===== config.mk =====
export PLATFORM = sky130hd
export DESIGN_NAME = cd_scan_ctrl
export DESIGN_NICKNAME = d
export VERILOG_FILES = /design/src/rtl/cd_pkg.sv /design/src/rtl/cd_rr_arbiter.sv /design/src/rtl/cd_scan_ctrl.sv
export SDC_FILE = /design/constraint.sdc
export NUM_CORES = 1
export LEC_CHECK = 0
export CORE_MARGIN = 2
export CORE_UTILIZATION = 56
export CTS_BUF_LIST = sky130_fd_sc_hd__clkbuf_2
export CTS_CLUSTER_SIZE = 20
export DETAILED_ROUTE_END_ITERATION = 8
export GPL_ROUTABILITY_DRIVEN = 0
export GPL_TIMING_DRIVEN = 0
export PLACE_DENSITY = 0.81
export RECOVER_POWER = 25
export SLEW_MARGIN = 10
export SYNTH_ARGS = -nofsm -noshare
export SYNTH_HDL_FRONTEND = slang
export SYNTH_HIERARCHICAL = 1
export SYNTH_SLANG_ARGS = --single-unit

===== constraint.sdc =====
create_clock -name clk_1MHz -period 4.76 [get_ports clk_1MHz]
set_clock_uncertainty 0.2 [all_clocks]
set_input_delay 0.714 -clock clk_1MHz [delete_from_list [all_inputs] [get_ports clk_1MHz]]
set_output_delay 0.714 -clock clk_1MHz [all_outputs]
set_load 0.03 [all_outputs]

===== src/rtl/cd_pkg.sv =====
// Shared encodings for the colour-sensor scan controller: filter selects,
// colour codes, channel indices and the sequencer state type.
package cd_pkg;

    localparam logic [1:0] FILT_RED   = 2'b00;
    localparam logic [1:0] FILT_BLUE  = 2'b01;
    localparam logic [1:0] FILT_CLEAR = 2'b10;
    localparam logic [1:0] FILT_GREEN = 2'b11;

    localparam logic [2:0] COL_NONE  = 3'd0;
    localparam logic [2:0] COL_RED   = 3'd1;
    localparam logic [2:0] COL_GREEN = 3'd2;
    localparam logic [2:0] COL_BLUE  = 3'd3;

    // Channels are scanned in index order: green, red, blue.
    localparam logic [1:0] CH_GREEN = 2'd0;
    localparam logic [1:0] CH_RED   = 2'd1;
    localparam logic [1:0] CH_BLUE  = 2'd2;

    typedef enum logic [2:0] {
        ST_IDLE,
        ST_SETTLE,
        ST_MEASURE,
        ST_CAPTURE,
        ST_DECIDE,
        ST_REPLY
    } state_t;

    function automatic logic [1:0] chan_filter(input logic [1:0] ch);
        case (ch)
            CH_GREEN: chan_filter = FILT_GREEN;
            CH_RED:   chan_filter = FILT_RED;
            default:  chan_filter = FILT_BLUE;
        endcase
    endfunction

endpackage


===== src/rtl/cd_rr_arbiter.sv =====
// Two-way round-robin arbiter: on contention the requester not served last
// wins. The pointer moves only when the controller reports a completed service.
module cd_rr_arbiter (
    input  logic       clk_1MHz,
    input  logic       reset,
    input  logic [1:0] req,
    input  logic       update,
    input  logic [1:0] served,
    output logic [1:0] grant
);

    // 1 means requester 1 was served most recently; reset favours requester 0.
    logic last_reg;

    always_comb begin
        grant = req;
        if (req == 2'b11) begin
            grant = last_reg ? 2'b01 : 2'b10;
        end
    end

    always_ff @(posedge clk_1MHz or posedge reset) begin
        if (reset) begin
            last_reg <= 1'b1;
        end else if (update && (|served)) begin
            last_reg <= served[1];
        end
    end

endmodule


===== src/rtl/cd_scan_ctrl.sv =====
// Scan sequencer for the shared colour sensor: arbitrates two requesters, runs
// settle/count/capture for green, red and blue, classifies and acknowledges.
module cd_scan_ctrl #(
    parameter int SETTLE_CYCLES = 20,
    parameter int WINDOW_CYCLES = 500,
    parameter int CNT_W         = 16,
    parameter int MIN_COUNT     = 1
) (
    input  logic             clk_1MHz,
    input  logic             reset,
    input  logic [1:0]       req,
    output logic [1:0]       ack,
    output logic [2:0]       color,
    output logic [1:0]       filter,
    output logic             cnt_clr,
    output logic             cnt_en,
    input  logic [CNT_W-1:0] cnt_val,
    output logic             busy,
    output logic [CNT_W-1:0] red_cnt,
    output logic [CNT_W-1:0] green_cnt,
    output logic [CNT_W-1:0] blue_cnt
);
    import cd_pkg::*;

    localparam int TMR_MAX = (SETTLE_CYCLES > WINDOW_CYCLES) ? SETTLE_CYCLES : WINDOW_CYCLES;
    localparam int TMR_W   = $clog2(TMR_MAX + 1);
    localparam logic [TMR_W-1:0] SETTLE_LAST = TMR_W'(SETTLE_CYCLES - 1);
    localparam logic [TMR_W-1:0] WINDOW_LAST = TMR_W'(WINDOW_CYCLES - 1);
    localparam logic [CNT_W-1:0] MIN_CNT     = CNT_W'(MIN_COUNT);

    state_t           state_reg, state_next;
    logic [1:0]       chan_reg, chan_next;
    logic [TMR_W-1:0] timer_reg, timer_next;
    logic [1:0]       grant_reg, grant_next;
    logic [2:0]       color_reg, color_next;
    logic [1:0]       arb_grant;
    logic             arb_update;
    logic             capture;

    cd_rr_arbiter u_arb (
        .clk_1MHz (clk_1MHz),
        .reset    (reset),
        .req      (req),
        .update   (arb_update),
        .served   (grant_reg),
        .grant    (arb_grant)
    );

    // Red wins any tie involving red; a green/blue tie goes to blue.
    function automatic logic [2:0] classify(input logic [CNT_W-1:0] r,
                                            input logic [CNT_W-1:0] g,
                                            input logic [CNT_W-1:0] b);
        if ((r < MIN_CNT) || (g < MIN_CNT) || (b < MIN_CNT)) return COL_NONE;
        if ((r >= g) && (r >= b)) return COL_RED;
        if (g > b) return COL_GREEN;
        return COL_BLUE;
    endfunction

    for (genvar gi = 0; gi < 3; gi++) begin : g_chan
        logic [CNT_W-1:0] cnt_reg;
        always_ff @(posedge clk_1MHz or posedge reset) begin
            if (reset) begin
                cnt_reg <= '0;
            end else if (capture && (chan_reg == 2'(gi))) begin
                cnt_reg <= cnt_val;
            end
        end
    end

    assign green_cnt = g_chan[0].cnt_reg;
    assign red_cnt   = g_chan[1].cnt_reg;
    assign blue_cnt  = g_chan[2].cnt_reg;
    assign color     = color_reg;

    always_ff @(posedge clk_1MHz or posedge reset) begin
        if (reset) begin
            state_reg <= ST_IDLE;
            chan_reg  <= CH_GREEN;
            timer_reg <= '0;
            grant_reg <= 2'b00;
            color_reg <= COL_NONE;
        end else begin
            state_reg <= state_next;
            chan_reg  <= chan_next;
            timer_reg <= timer_next;
            grant_reg <= grant_next;
            color_reg <= color_next;
        end
    end

    always_comb begin
        state_next = state_reg;
        chan_next  = chan_reg;
        timer_next = timer_reg;
        grant_next = grant_reg;
        color_next = color_reg;
        filter     = FILT_CLEAR;
        cnt_clr    = 1'b0;
        cnt_en     = 1'b0;
        ack        = 2'b00;
        busy       = 1'b1;
        arb_update = 1'b0;
        capture    = 1'b0;
        unique case (state_reg)
            ST_IDLE: begin
                busy = 1'b0;
                if (|req) begin
                    grant_next = arb_grant;
                    chan_next  = CH_GREEN;
                    timer_next = '0;
                    state_next = ST_SETTLE;
                end
            end
            ST_SETTLE: begin
                filter  = chan_filter(chan_reg);
                cnt_clr = (timer_reg == '0);
                if (timer_reg == SETTLE_LAST) begin
                    timer_next = '0;
                    state_next = ST_MEASURE;
                end else begin
                    timer_next = timer_reg + 1'b1;
                end
            end
            ST_MEASURE: begin
                filter = chan_filter(chan_reg);
                cnt_en = 1'b1;
                if (timer_reg == WINDOW_LAST) begin
                    timer_next = '0;
                    state_next = ST_CAPTURE;
                end else begin
                    timer_next = timer_reg + 1'b1;
                end
            end
            ST_CAPTURE: begin
                filter  = chan_filter(chan_reg);
                capture = 1'b1;
                if (chan_reg == CH_BLUE) begin
                    state_next = ST_DECIDE;
                end else begin
                    chan_next  = chan_reg + 2'd1;
                    timer_next = '0;
                    state_next = ST_SETTLE;
                end
            end
            ST_DECIDE: begin
                color_next = classify(red_cnt, green_cnt, blue_cnt);
                state_next = ST_REPLY;
            end
            ST_REPLY: begin
                // A requester that withdrew mid-scan gets no ack.
                ack        = grant_reg & req;
                arb_update = 1'b1;
                state_next = ST_IDLE;
            end
            default: begin
                state_next = ST_IDLE;
            end
        endcase
    end

endmodule


## Word-level counts from Yosys, hierarchy flattened

Index checks and enable logic that the tools add are counted.

| word-level totals | value |
|---|---|
| logic and storage cells | 89 |
| output and inout port bits | 58 |
| bits of input ports | 20 |
| register bits | 68 |

| cells by class | value |
|---|---|
| muxes and demuxes | 38 |
| bitwise operators | 1 |
| magnitude comparators | 6 |
| add/sub/neg operators | 2 |
| equal/unequal tests | 14 |
| reductions and logical operators | 19 |

Operators by type and width:

| cell | number |
|---|---|
| 16-bit by 1-bit less-than comparator with 1-bit output, second input constant | 3 |
| 9-bit 2-to-1 mux | 4 |
| 9-bit case mux with 4 select lines | 1 |
| 16-bit >= comparator | 2 |
| 3-bit 2-to-1 mux | 10 |
| 16-bit greater-than comparator | 1 |
| 3-bit case mux with 5 select lines | 1 |
| 1-bit 2-to-1 mux | 14 |
| 2-bit 2-to-1 mux | 6 |
| 9-bit by 1-bit adder with 9-bit output, second input constant | 1 |
| 9-bit by 5-bit == test with 1-bit output, second input constant | 1 |
| 9-bit == test, second input constant | 1 |
| 9-bit logical NOT | 1 |
| 3-bit AND reduction | 3 |
| 2-bit inequality test, second input constant | 4 |
| 2-bit case mux with 2 select lines | 2 |
| 3-bit by 2-bit == test with 1-bit output, second input constant | 2 |
| 3-bit == test, second input constant | 2 |
| 1-bit logical AND | 5 |
| 2-bit == test, second input constant | 2 |
| 4-bit nonzero test | 1 |
| 2-bit OR reduction | 2 |
| 3-bit by 1-bit == test with 1-bit output, second input constant | 1 |
| 3-bit logical NOT | 1 |
| other kinds (8) | 9 |

## Longest topological paths before layout

Gate-level depths: netlist of the first run.

| depth | value |
|---|---|
| depth in word-level cells | 13 |
| depth in mapped cells | 7 |
| gate-level depth less buffers | 7 |

## Hierarchy

The synthesis of the first run kept the hierarchy.

Modules (own cells, without submodules):

| module | sequential area each (um^2) | cells each | area each (um^2) | instances |
|---|---|---|---|---|
| cd_scan_ctrl | 1651.6 | 376 | 4038.9 | 1 |
| cd_rr_arbiter | 26.3 | 7 | 61.3 | 1 |

## Worst setup path before layout of the first run

Ideal clock, no wire load.

| timing path | value |
|---|---|
| path kind | register to output |
| start | register timer_reg[5] |
| end | output port cnt_clr |
| slack | 2.451 ns |
| arrival | 1.395 ns |
| stages on the path, launching flop included | 4 |
| required time | 3.846 ns |
| cells stage by stage | dfrtp_1 -> or4_4 -> nor2_1 -> and3_1 |

| on the way | value |
|---|---|
| word-level cells in the longest chain between the ends | 2 |

RTL lines:

| item | line | text |
|---|---|---|
| start: declaration | cd_scan_ctrl.sv:33 | `logic [TMR_W-1:0] timer_reg, timer_next;` |
| start signal: assignment | cd_scan_ctrl.sv:85 | `timer_reg <= timer_next;` |
| 9-bit logical NOT | cd_scan_ctrl.sv:116 | `cnt_clr = (timer_reg == '0);` |
| 1-bit 2-to-1 mux | cd_scan_ctrl.sv:104 | `unique case (state_reg)` |
| end: declaration | cd_scan_ctrl.sv:15 | `output logic cnt_clr,` |

Every way passes these cells.

## Final worst setup path of the first run

Same ends and word-level chain as after synthesis.

==> run_results.csv, run 1 <==
group,metric,value,unit
floorplan,fp.dieH,89.57,um
timing,hold_ws,0.3376,ns
power,total_power,3.325,mW
synthesis,syn_area_per_cell,10.71,sq um
timing,fmax,291.5,MHz
cells_and_area,fillCellCount,551,
timing,rsz0062_at_grt,"false",
route,drt_iter0_markers,144,
route,drc,0,
timing,drv_slew,67,
setup_path,timing.rr.start,"chan_reg[0]$_DFFE_PP0P_",
placed_design,placed_area,0.004987,sq mm
clock_network,numCtsBuffers,9,
setup_path,crit_type,"flip-flop to output pin",
placed_design,dp.cells,558,
setup_path,end_kind,"output pin",
setup_path,worstReg2RegEnd,"timer_reg[7]$_DFFE_PP0P_",
cells_and_area,diodes,0,
synthesis,ys_top_cells_by_area,"dfrtp_1 (40%), ha_1 (16%), mux2_2 (14%)",
min_path,worst_hold_path.num_cells,2,
clock_network,postCtsSetupRepairBufs,0,
clock_network,ctsResizeCount,0,
synthesis,synth.top_cell.area_share,0.4028,
floorplan,dieArea,0.008022,sq mm
setup_path,cp_data_arrival_time,2.52,ns
synthesis,syn_nets,457,
min_path,hold_path_end,"color[1]$_DFFE_PP0P_",
synthesis,yosysSeqAreaShare,0.4092,
run_status,violations,"max-capacitance violations, max-slew violations",
run_status,status,"complete, but fails checks",
route,viasPerCell,5.869,
route,drt_wl_total,10040,um
timing,fin_crit_sh,0.7207,
synthesis,yosys-top-cells-count,"dfrtp_1 (66), ha_1 (54), mux2_2 (51)",
synthesis,synth_top_area_cell,"dfrtp_1",
clock_network,cts_tree,"done",
setup_path,worstPathRequired,3.85,ns
global_routing,grt_pass1_wl,16420,um
floorplan,rows,31,
placed_design,hpwl,7719,um
setup_path,r2r_slack,2.42,ns
synthesis,synth-seq-cells,67,
synthesis,synth_edf_count,0,
global_routing,grt_max_degree,67,
timing,fin_crit,3.430,ns
timing,tightestPinTransition,2.857,ns
cells_and_area,syn_to_final_growth,23.53,%
floorplan,die_w,89.57,um
timing,setup_ws,1.330,ns
route,vias,3369,
synthesis,synthFlopType,"dfrtp_1",
clock_network,htreeDepth,3,
min_path,hp-start,"color[1]$_DFFE_PP0P_",
synthesis,netlist_area,0.004100,sq mm
placed_design,dp_slack,1.757,ns
route,wl_per_cell,17.48,um
clock_network,cts_hold_buf,0,
clock_network,clk_pin_slew_worst_paths,0.18,ns
global_routing,antenna_found_initial,0,
cells_and_area,final_cells,574,
power,power.density,656.4,mW/mm^2
synthesis,yosysWarningCount,6,
job,drv_cap,1,
clock_network,cts_buffer_depth,2,
global_routing,grt_pass1_vias,3533,
synthesis,ys_async_sr_fraction,1.000,
clock_network,clockRootBuffer,"clkbuf_2",
cells_and_area,finish.utilization,0.7058,
route,first_pass_iters,4,
global_routing,grtUsageTotal,0.2675,
setup_path,cp_max_fo,5,
timing,finalSetupViolations,0,
cells_and_area,layout-drive-gt1-share,0.1684,
clock_network,cts_num_sinks,67,
power,ir_worst_vdd,0.4287,mV
floorplan,ioPinCount,78,
cells_and_area,final_nets,544,
synthesis,syn_inst,383,
timing,max-slew-margin-rel,-0.9150,
global_routing,grt-ovfl-total,0,
setup_path,r2r_cells,7,
route,ant_nets,0,
synthesis,ys_types,50,
synthesis,synth_most_common_cell,"dfrtp_1",
timing,setup_tns,0,ns
min_path,hp-class,"flip-flop to flip-flop",
floorplan,design.core.area,0.007176,sq mm
power,leakage,2.337,nW
clock_network,clkLatencyLatePin,0.50,ns
setup_path,startpoint_type,"flip-flop",
timing,hold_viol_final,0,
placed_design,portBuffers,76,
floorplan,start_util,0.5714,
cells_and_area,design_area,0.005065,sq mm
==> cells by family (layout without fill, tap and decap cells) <==
kind of cell             Yosys count  after routing  synth area share
XOR/XNOR                           4              4          0.008544
buffers and inverters             48            140           0.04577
flip-flops                        67             67            0.4092
multiplexers                      51             51            0.1401
AO/OA/AOI/OAI                     59             59           0.09888
other                              1              1         0.0009146
AND/OR/NAND/NOR                   99             99            0.1318
adder cells (fa/ha/maj)           54             54            0.1648
==> per-layer routing <==
layer | GRT usage | share of wire
met1 | 0.3476 | 0.43
met3 | 0.04432 | 0.045
met2 | 0.4352 | 0.49
met4 | 0.1262 | 0.030
met5 | 0 | 0
==> worst max path at each step <==
stage,from,slack (ns),endpoint,cells after the start
2_1_floorplan,reset,2.19,blue_cnt[0]$_DFFE_PP0P_,1
3_3_place_gp,reset,1.10,red_cnt[5]$_DFFE_PP0P_,2
3_5_place_dp,req[0],1.76,ack[0],3
4_1_cts,timer_reg[5]$_DFFE_PP0P_,1.32,cnt_clr,4
5_1_grt,timer_reg[5]$_DFFE_PP0P_,1.19,cnt_clr,4
6_report,timer_reg[5]$_DFFE_PP0P_,1.33,cnt_clr,4
==> critical path, cell delays in order, from the launching register on <==
cell and delay [ns]:
dfrtp_1 0.46, or4_4 0.59, nor2_1 0.15, and3_1 0.16, clkdlybuf4s50_1 0.66
==> report_power, final <==
group	switching, mW	internal (mW)	total, mW
logic	1.04	0.887	1.93
clock network	0.197	0.0713	0.268
registers	0.342	0.787	1.13
total	1.58	1.74	3.32
==> placed cells by master, fill, tap and decap left out, drive strengths merged, types with 2 or more instances in the layout <==
cell type      count
clkdlybuf4s50     75
and3               5
nand4             16
nor2              13
clkbuf            14
and2               2
mux2              51
inv               41
a22o               2
nand2b             3
or2                2
xor2               4
a21oi             22
nor4              15
a21boi             3
ha                54
or3                3
o21ai              8
a2111oi            2
buf                4
dfrtp             66
nand2             23
nor3               5
a211o              2
o221ai             2
nand3              4
o21a               4
nor2b              3
a21o               4
clkinv             4
o32ai              2
==> cell type report <==
type	count	area (sq um)	share of cell area
inverters	42	158.9	0.03137
plain buffers	6	30.03	0.005929
repair buffers	76	760.7	0.1502
multi-input cells	268	2235	0.4412
well taps	99	123.9	0.02446
flip-flops and latches	67	1678	0.3313
clock buffers	12	60.06	0.01186
clock inverters	4	18.77	0.003706
Power figures use the tool's default switching activity.
==> inputs of run 2 (changes only) <==
--- a/config.mk
+++ b/config.mk
@@ -6,13 +6,13 @@
 export NUM_CORES = 1
 export LEC_CHECK = 0
 export CORE_MARGIN = 2
-export CORE_UTILIZATION = 56
+export CORE_UTILIZATION = 54
 export CTS_BUF_LIST = sky130_fd_sc_hd__clkbuf_2
 export CTS_CLUSTER_SIZE = 20
 export DETAILED_ROUTE_END_ITERATION = 8
 export GPL_ROUTABILITY_DRIVEN = 0
 export GPL_TIMING_DRIVEN = 0
-export PLACE_DENSITY = 0.81
+export PLACE_DENSITY = 0.78
 export RECOVER_POWER = 25
 export SLEW_MARGIN = 10
 export SYNTH_ARGS = -nofsm -noshare
==> constraint.sdc (replaced) <==
create_clock -name clk_1MHz -period 3.6 [get_ports clk_1MHz]
set_clock_uncertainty 0.2 [all_clocks]
set_input_delay 0.54 -clock clk_1MHz [delete_from_list [all_inputs] [get_ports clk_1MHz]]
set_output_delay 0.54 -clock clk_1MHz [all_outputs]
set_load 0.03 [all_outputs]
==> run 2 against run 1 <==
Effect of this change: the flow now finishes without violations; core utilization down 0.77 points; clock power rose by 60%; cell count unchanged; die area increased by 3.5%; sequential share of layout area down 0.17 points; non-clock buffer count unchanged; critical path type unchanged; critical endpoint unchanged.
==> run_results.csv, run 2 (synthesis gave the netlist of run 1 again) <==
group,metric,value,unit
run_status,status,"complete, no violations",
timing,tightestPinTransition,0.8140,ns
global_routing,grt_max_degree,67,
clock_network,htreeDepth,3,
power,leakage,2.352,nW
floorplan,design.core.area,0.007292,sq mm
timing,setup_tns,0,ns
clock_network,numCtsBuffers,9,
setup_path,r2r_slack,1.28,ns
clock_network,cts_buffer_depth,2,
timing,finalSetupViolations,0,
setup_path,timing.rr.start,"chan_reg[0]$_DFFE_PP0P_",
cells_and_area,final_common_cell,"clkdlybuf4s50_1",
timing,rsz0062_at_grt,"false",
route,wl_met2,5146,um
cells_and_area,final_nets,544,
placed_design,portBuffers,76,
setup_path,crit_type,"flip-flop to output pin",
route,drc,0,
setup_path,worstPathRequired,2.86,ns
floorplan,dieArea,0.008306,sq mm
clock_network,clockRootBuffer,"clkbuf_2",
floorplan,rows,31,
setup_path,worstReg2RegEnd,"timer_reg[7]$_DFFE_PP0P_",
clock_network,clkLatencyLatePin,0.48,ns
setup_path,cp_max_fo,5,
timing,hold_ws,0.3439,ns
clock_network,postCtsSetupRepairBufs,0,
global_routing,grt_pass1_vias,3336,
clock_network,cts_tree,"done",
min_path,hp-class,"primary input to asynchronous set/reset pin",
route,first_pass_iters,4,
floorplan,die_w,91.14,um
power,ir_worst_vdd,0.5724,mV
timing,hold_viol_final,0,
global_routing,grt_pass1_wl,16780,um
route,viasPerCell,5.763,
setup_path,startpoint_type,"flip-flop",
floorplan,fp.dieH,91.14,um
job,drv_cap,0,
floorplan,start_util,0.5623,
cells_and_area,layout.cells.most_common_list,"clkdlybuf4s50_1 (75), dfrtp_1 (66), ha_1 (54)",
timing,drv_slew,0,
cells_and_area,layout-drive-gt1-share,0.1684,
clock_network,ctsResizeCount,0,
power,total_power,4.482,mW
route,drt-met1-wl,4452,um
global_routing,grtUsageTotal,0.2529,
cells_and_area,syn_to_final_growth,24.17,%
global_routing,antenna_found_initial,0,
placed_design,hpwl,7669,um
route,drt_iter0_markers,106,
setup_path,end_kind,"output pin",
cells_and_area,fillCellCount,617,
timing,fin_crit,3.257,ns
route,wl_per_cell,17.75,um
setup_path,cp_data_arrival_time,2.52,ns
power,power.density,880.4,mW/mm^2
clock_network,clk_pin_slew_worst_paths,0.19,ns
clock_network,cts_num_sinks,67,
route,ant_nets,0,
route,wl_met3,420,um
floorplan,ioPinCount,78,
timing,fmax,307.0,MHz
timing,max-slew-margin-rel,0.4573,
route,top_layer,"met4",
route,vias,3308,
setup_path,r2r_cells,7,
cells_and_area,diodes,0,
timing,fin_crit_sh,0.9047,
route,drt_wl_total,10190,um
clock_network,cts_hold_buf,0,
global_routing,grt-ovfl-total,0,
## run 2: changes by cell type in the layout (fill, tap and decap cells not counted), sizes merged
cell,before,now
clkinvlp,1,0
bufinv,0,1
clkinv,4,3
inv,41,42
## run 2: area by class of cell
| class | count | area, sq um | share of cell area |
|---|---|---|---|
| Multi-Input combinational cell | 268 | 2235 | 0.4389 |
| Buffer | 6 | 30.03 | 0.005898 |
| Tap cell | 99 | 123.9 | 0.02433 |
| Clock inverter | 4 | 43.79 | 0.008602 |
| Clock buffer | 12 | 60.06 | 0.01180 |
| Sequential cell | 67 | 1678 | 0.3296 |
| Timing Repair Buffer | 76 | 760.7 | 0.1494 |
| Inverter | 42 | 160.2 | 0.03146 |
## run 2: how the worst max path moves through the flow
stage,end,startpoint,depth (start not counted)
after floorplan,blue_cnt[0]$_DFFE_PP0P_,reset,1
after global placement,red_cnt[6]$_DFFE_PP0P_,reset,2
after detailed placement,cnt_clr,timer_reg[5]$_DFFE_PP0P_,4
after CTS,cnt_clr,timer_reg[5]$_DFFE_PP0P_,4
after global routing,cnt_clr,timer_reg[5]$_DFFE_PP0P_,4
final,cnt_clr,timer_reg[5]$_DFFE_PP0P_,4
## run 2: power breakdown
group          total (mW)  internal, mW  leakage, nW  switching (mW)
clock               0.428         0.165       0.0734           0.263
combinational        2.55          1.18         1.48            1.38
sequential           1.50          1.04        0.802           0.460
total                4.48          2.38         2.35            2.10
## run 2: per-stage QoR
step	setup WS [ns]	area, sq um	utilization	instances
2_1_floorplan	1.205	4100	-	383
6_report	0.3429	5091	0.6982	574
3_3_place_gp	0.1022	4985	0.6836	558
3_5_place_dp	0.8999	4987	0.6839	558
5_1_grt	0.2269	5091	0.6982	574
4_1_cts	0.3249	5091	0.6982	574
## run 2: routing by layer
layer / GRT usage / up-vias
li1: - / 1570
met1: 0.3213 / 1640
met2: 0.4407 / 85
met3: 0.03983 / 13
met4: 0.08207 / 0
met5: 0 / -
## run 2: worst max-delay path: stages (launching register included)
cell,delay [ns]
dfrtp_1,0.47
or4_4,0.57
nor2_1,0.15
and3_1,0.18
clkdlybuf4s50_1,0.67
==> inputs of run 3 (changes only) <==
--- a/config.mk
+++ b/config.mk
@@ -14,6 +14,7 @@
 export GPL_TIMING_DRIVEN = 0
 export PLACE_DENSITY = 0.78
 export RECOVER_POWER = 25
+export SKIP_CTS_REPAIR_TIMING = 1
 export SLEW_MARGIN = 10
 export SYNTH_ARGS = -nofsm -noshare
 export SYNTH_HDL_FRONTEND = slang
==> results of run 3 <==
The final DEF is identical to that of run 2; final timing and power are the same.
==> RTL edit, RTL diff (flow settings as in run 1) <==
Re-encode `state_t` (6 states) as one-hot, 6 bits wide.
--- a/src/rtl/cd_pkg.sv
+++ b/src/rtl/cd_pkg.sv
@@ -18,11 +18,11 @@
     localparam logic [1:0] CH_BLUE  = 2'd2;
 
-    typedef enum logic [2:0] {
-        ST_IDLE,
-        ST_SETTLE,
-        ST_MEASURE,
-        ST_CAPTURE,
-        ST_DECIDE,
-        ST_REPLY
+    typedef enum logic [5:0] {
+        ST_IDLE    = 6'b000001,
+        ST_SETTLE  = 6'b000010,
+        ST_MEASURE = 6'b000100,
+        ST_CAPTURE = 6'b001000,
+        ST_DECIDE  = 6'b010000,
+        ST_REPLY   = 6'b100000
     } state_t;
 
Check against the original RTL: no difference found for any inputs over 10 cycles, from zero or initial values and one cycle with reset high; not proved beyond that.
==> RTL edit against run 1 <==
Area after synthesis is 2.7% higher. Worst setup slack worse by 0.45 ns. Global-route usage is 0.79 points higher. Count of clock-buffer cells in the layout stayed put. Synthesized cell count is 7.8% higher. Design area is 3.3% higher. Sequential share of layout area is 0.39 points higher. Hold slack worse by 0.013 ns. Sequential cell count is 3 higher. Routed wire length is 8.8% higher. Register-to-register slack worse by 0.33 ns. Critical endpoint unchanged.
Power is not compared: it rests on default switching activity, and its combinational part moved more than twofold at a synthesized area within 25%.
==> RTL edit: results (changes against run 1) <==
----------------------------------------------------
[Worst setup path]
  Reg2reg setup slack ... 2.09 ns (was 2.42 ns)
  Maximum single-stage delay on the critical path ... 0.69 ns (was 0.66 ns)
  Peak fanout along the critical path ... 5 (unchanged)
  CP Data Arrival Time ... 2.97 ns (was 2.52 ns)
  Reg-to-Reg Start ... blue_cnt[11] (was chan_reg[0])
  Length in cells of the worst reg-to-reg path ... 8 (was 7)
  Reg-to-reg critical path endpoint ... color[0] (was timer_reg[7])

[Routing]
  Iteration-0 DRC Markers ... 158 (was 144)
  Routed length per instance ... 18.1 um (was 17.5 um)
  Routed met1 length ... 4590 um (was 4360 um)
  Detailed route wirelength on metal3 ... 566 um (was 451 um)
  DR WL met2 ... 5500 um (was 4920 um)
  Number of vias per cell ... 6.00 (was 5.87)

[Clocking]
  H-Tree Depth ... 3 (unchanged)
  Clock insertion delay at the later pin of the skew report ... 0.54 ns (was 0.50 ns)
  Clk root buf ... sky130_fd_sc_hd__clkbuf_2 (unchanged)
  Number of buffers created by CTS ... 9 (unchanged)
  Resize count post-CTS ... 0 (unchanged)

[Min path]
  Kind of path behind the tightest hold check ... reg2reg (unchanged)
  Startpoint of the worst hold path ... timer_reg[8] (was color[1])
  End point of the worst hold path ... timer_reg[8] (was color[1])
  Instance count along the most critical hold path ... 1 (was 2)

[Global route]
  Wire length of the first global-routing pass ... 18000 um (was 16400 um)
  Global Route met1 Usage ... 34.1% (was 34.8%)
  Global-route met3 utilization ... 4.92% (was 4.43%)
  Met2 usage in global routing ... 46.8% (was 43.5%)
  Largest net degree at the start of global routing ... 50 (was 67)
  Via count of the first global-routing pass ... 3680 (was 3533)
  Gr usage total ... 27.5% (was 26.8%)

[Outcome]
  Result of the run ... finished, final reports clean (was complete, but fails checks)

[Layout]
  Final #Nets ... 575 (was 544)
  Share of final-layout standard cells stronger than drive strength 1 ... 13.8% (was 16.8%)

[STA]
  Worst Hold Margin ... 0.325 ns (was 0.338 ns)
  Transition at the pin with the smallest max-transition slack ... 1.10 ns (was 2.86 ns)

[Yosys]
  Most used standard cells in the synthesized netlist ... 68 x sky130_fd_sc_hd__dfrtp_1, 54 x sky130_fd_sc_hd__ha_1, 44 x sky130_fd_sc_hd__inv_1 (was 66 x sky130_fd_sc_hd__dfrtp_1, 54 x sky130_fd_sc_hd__ha_1, 51 x sky130_fd_sc_hd__mux2_2)
  Sequential-to-total area share from yosys stat ... 41.6% (was 40.9%)
  Number of nets in the synthesized netlist ... 487 (was 457)
  Synth top area cells ... sky130_fd_sc_hd__dfrtp_1 40%, sky130_fd_sc_hd__ha_1 16%, sky130_fd_sc_hd__mux2_2 9.4% (was sky130_fd_sc_hd__dfrtp_1 40%, sky130_fd_sc_hd__ha_1 16%, sky130_fd_sc_hd__mux2_2 14%)

[Placement]
  Detailed Place HPWL ... 8190 um (was 7720 um)

[Power and ir drop]
  Switching part of the total ... between 30% and 40%

----------------------------------------------------
RTL edit: final cells by class:
type / count / area (um2)
timing repair buffer: 77 / 788
multi-input combinational: 292 / 2260
inverter: 44 / 166
buffer: 7 / 37.5
fill: 561 / 2020
clock inverter: 4 / 47.5
clock buffer: 12 / 60.1
sequential: 70 / 1750
tap: 99 / 124
RTL edit: power groups by stage:
stage / combinational (W) / sequential, W / clock (W)
detailed placement: 0.000381 / 0.000701 / 0
global placement: 0.000363 / 0.000698 / 0
CTS: 0.000383 / 0.000690 / 0.000341
floorplan: 0.000226 / 0.000715 / 0
global route: 0.000418 / 0.000699 / 0.000365
finish: 0.000380 / 0.000691 / 0.000336
RTL edit: worst max path at each step:
| stage | depth (start not counted) | end | from |
|---|---|---|---|
| global route | 5 | cnt_clr | state_reg[5] |
| CTS | 5 | cnt_clr | state_reg[5] |
| floorplan | 4 | cnt_clr | state_reg[5] |
| global placement | 2 | green_cnt[5] | reset |
| finish | 5 | cnt_clr | state_reg[5] |
| detailed placement | 5 | cnt_clr | state_reg[5] |
RTL edit: through the flow:
step,instance area [um2],utilization (%),setup WS (ns),std cells
floorplan,4210,-,1.74,413
global placement,5100,70.3,0.966,588
detailed placement,5130,70.7,1.44,589
CTS,5240,72.2,0.869,605
global route,5230,72.2,0.742,605
finish,5230,72.2,0.879,605
RTL edit: cells by family (layout without fill, tap and decap cells):
group                    Yosys count  after routing  synth area share [%]
AO/OA/AOI/OAI                     84             84                  12.6
multiplexers                      35             35                  9.36
other                              1              1                0.0890
adder cells (fa/ha/maj)           54             54                  16.0
flip-flops                        70             70                  41.6
AND/OR/NAND/NOR                  116            116                  15.0
buffers and inverters             51            144                  4.81
XOR/XNOR                           2              2                 0.416
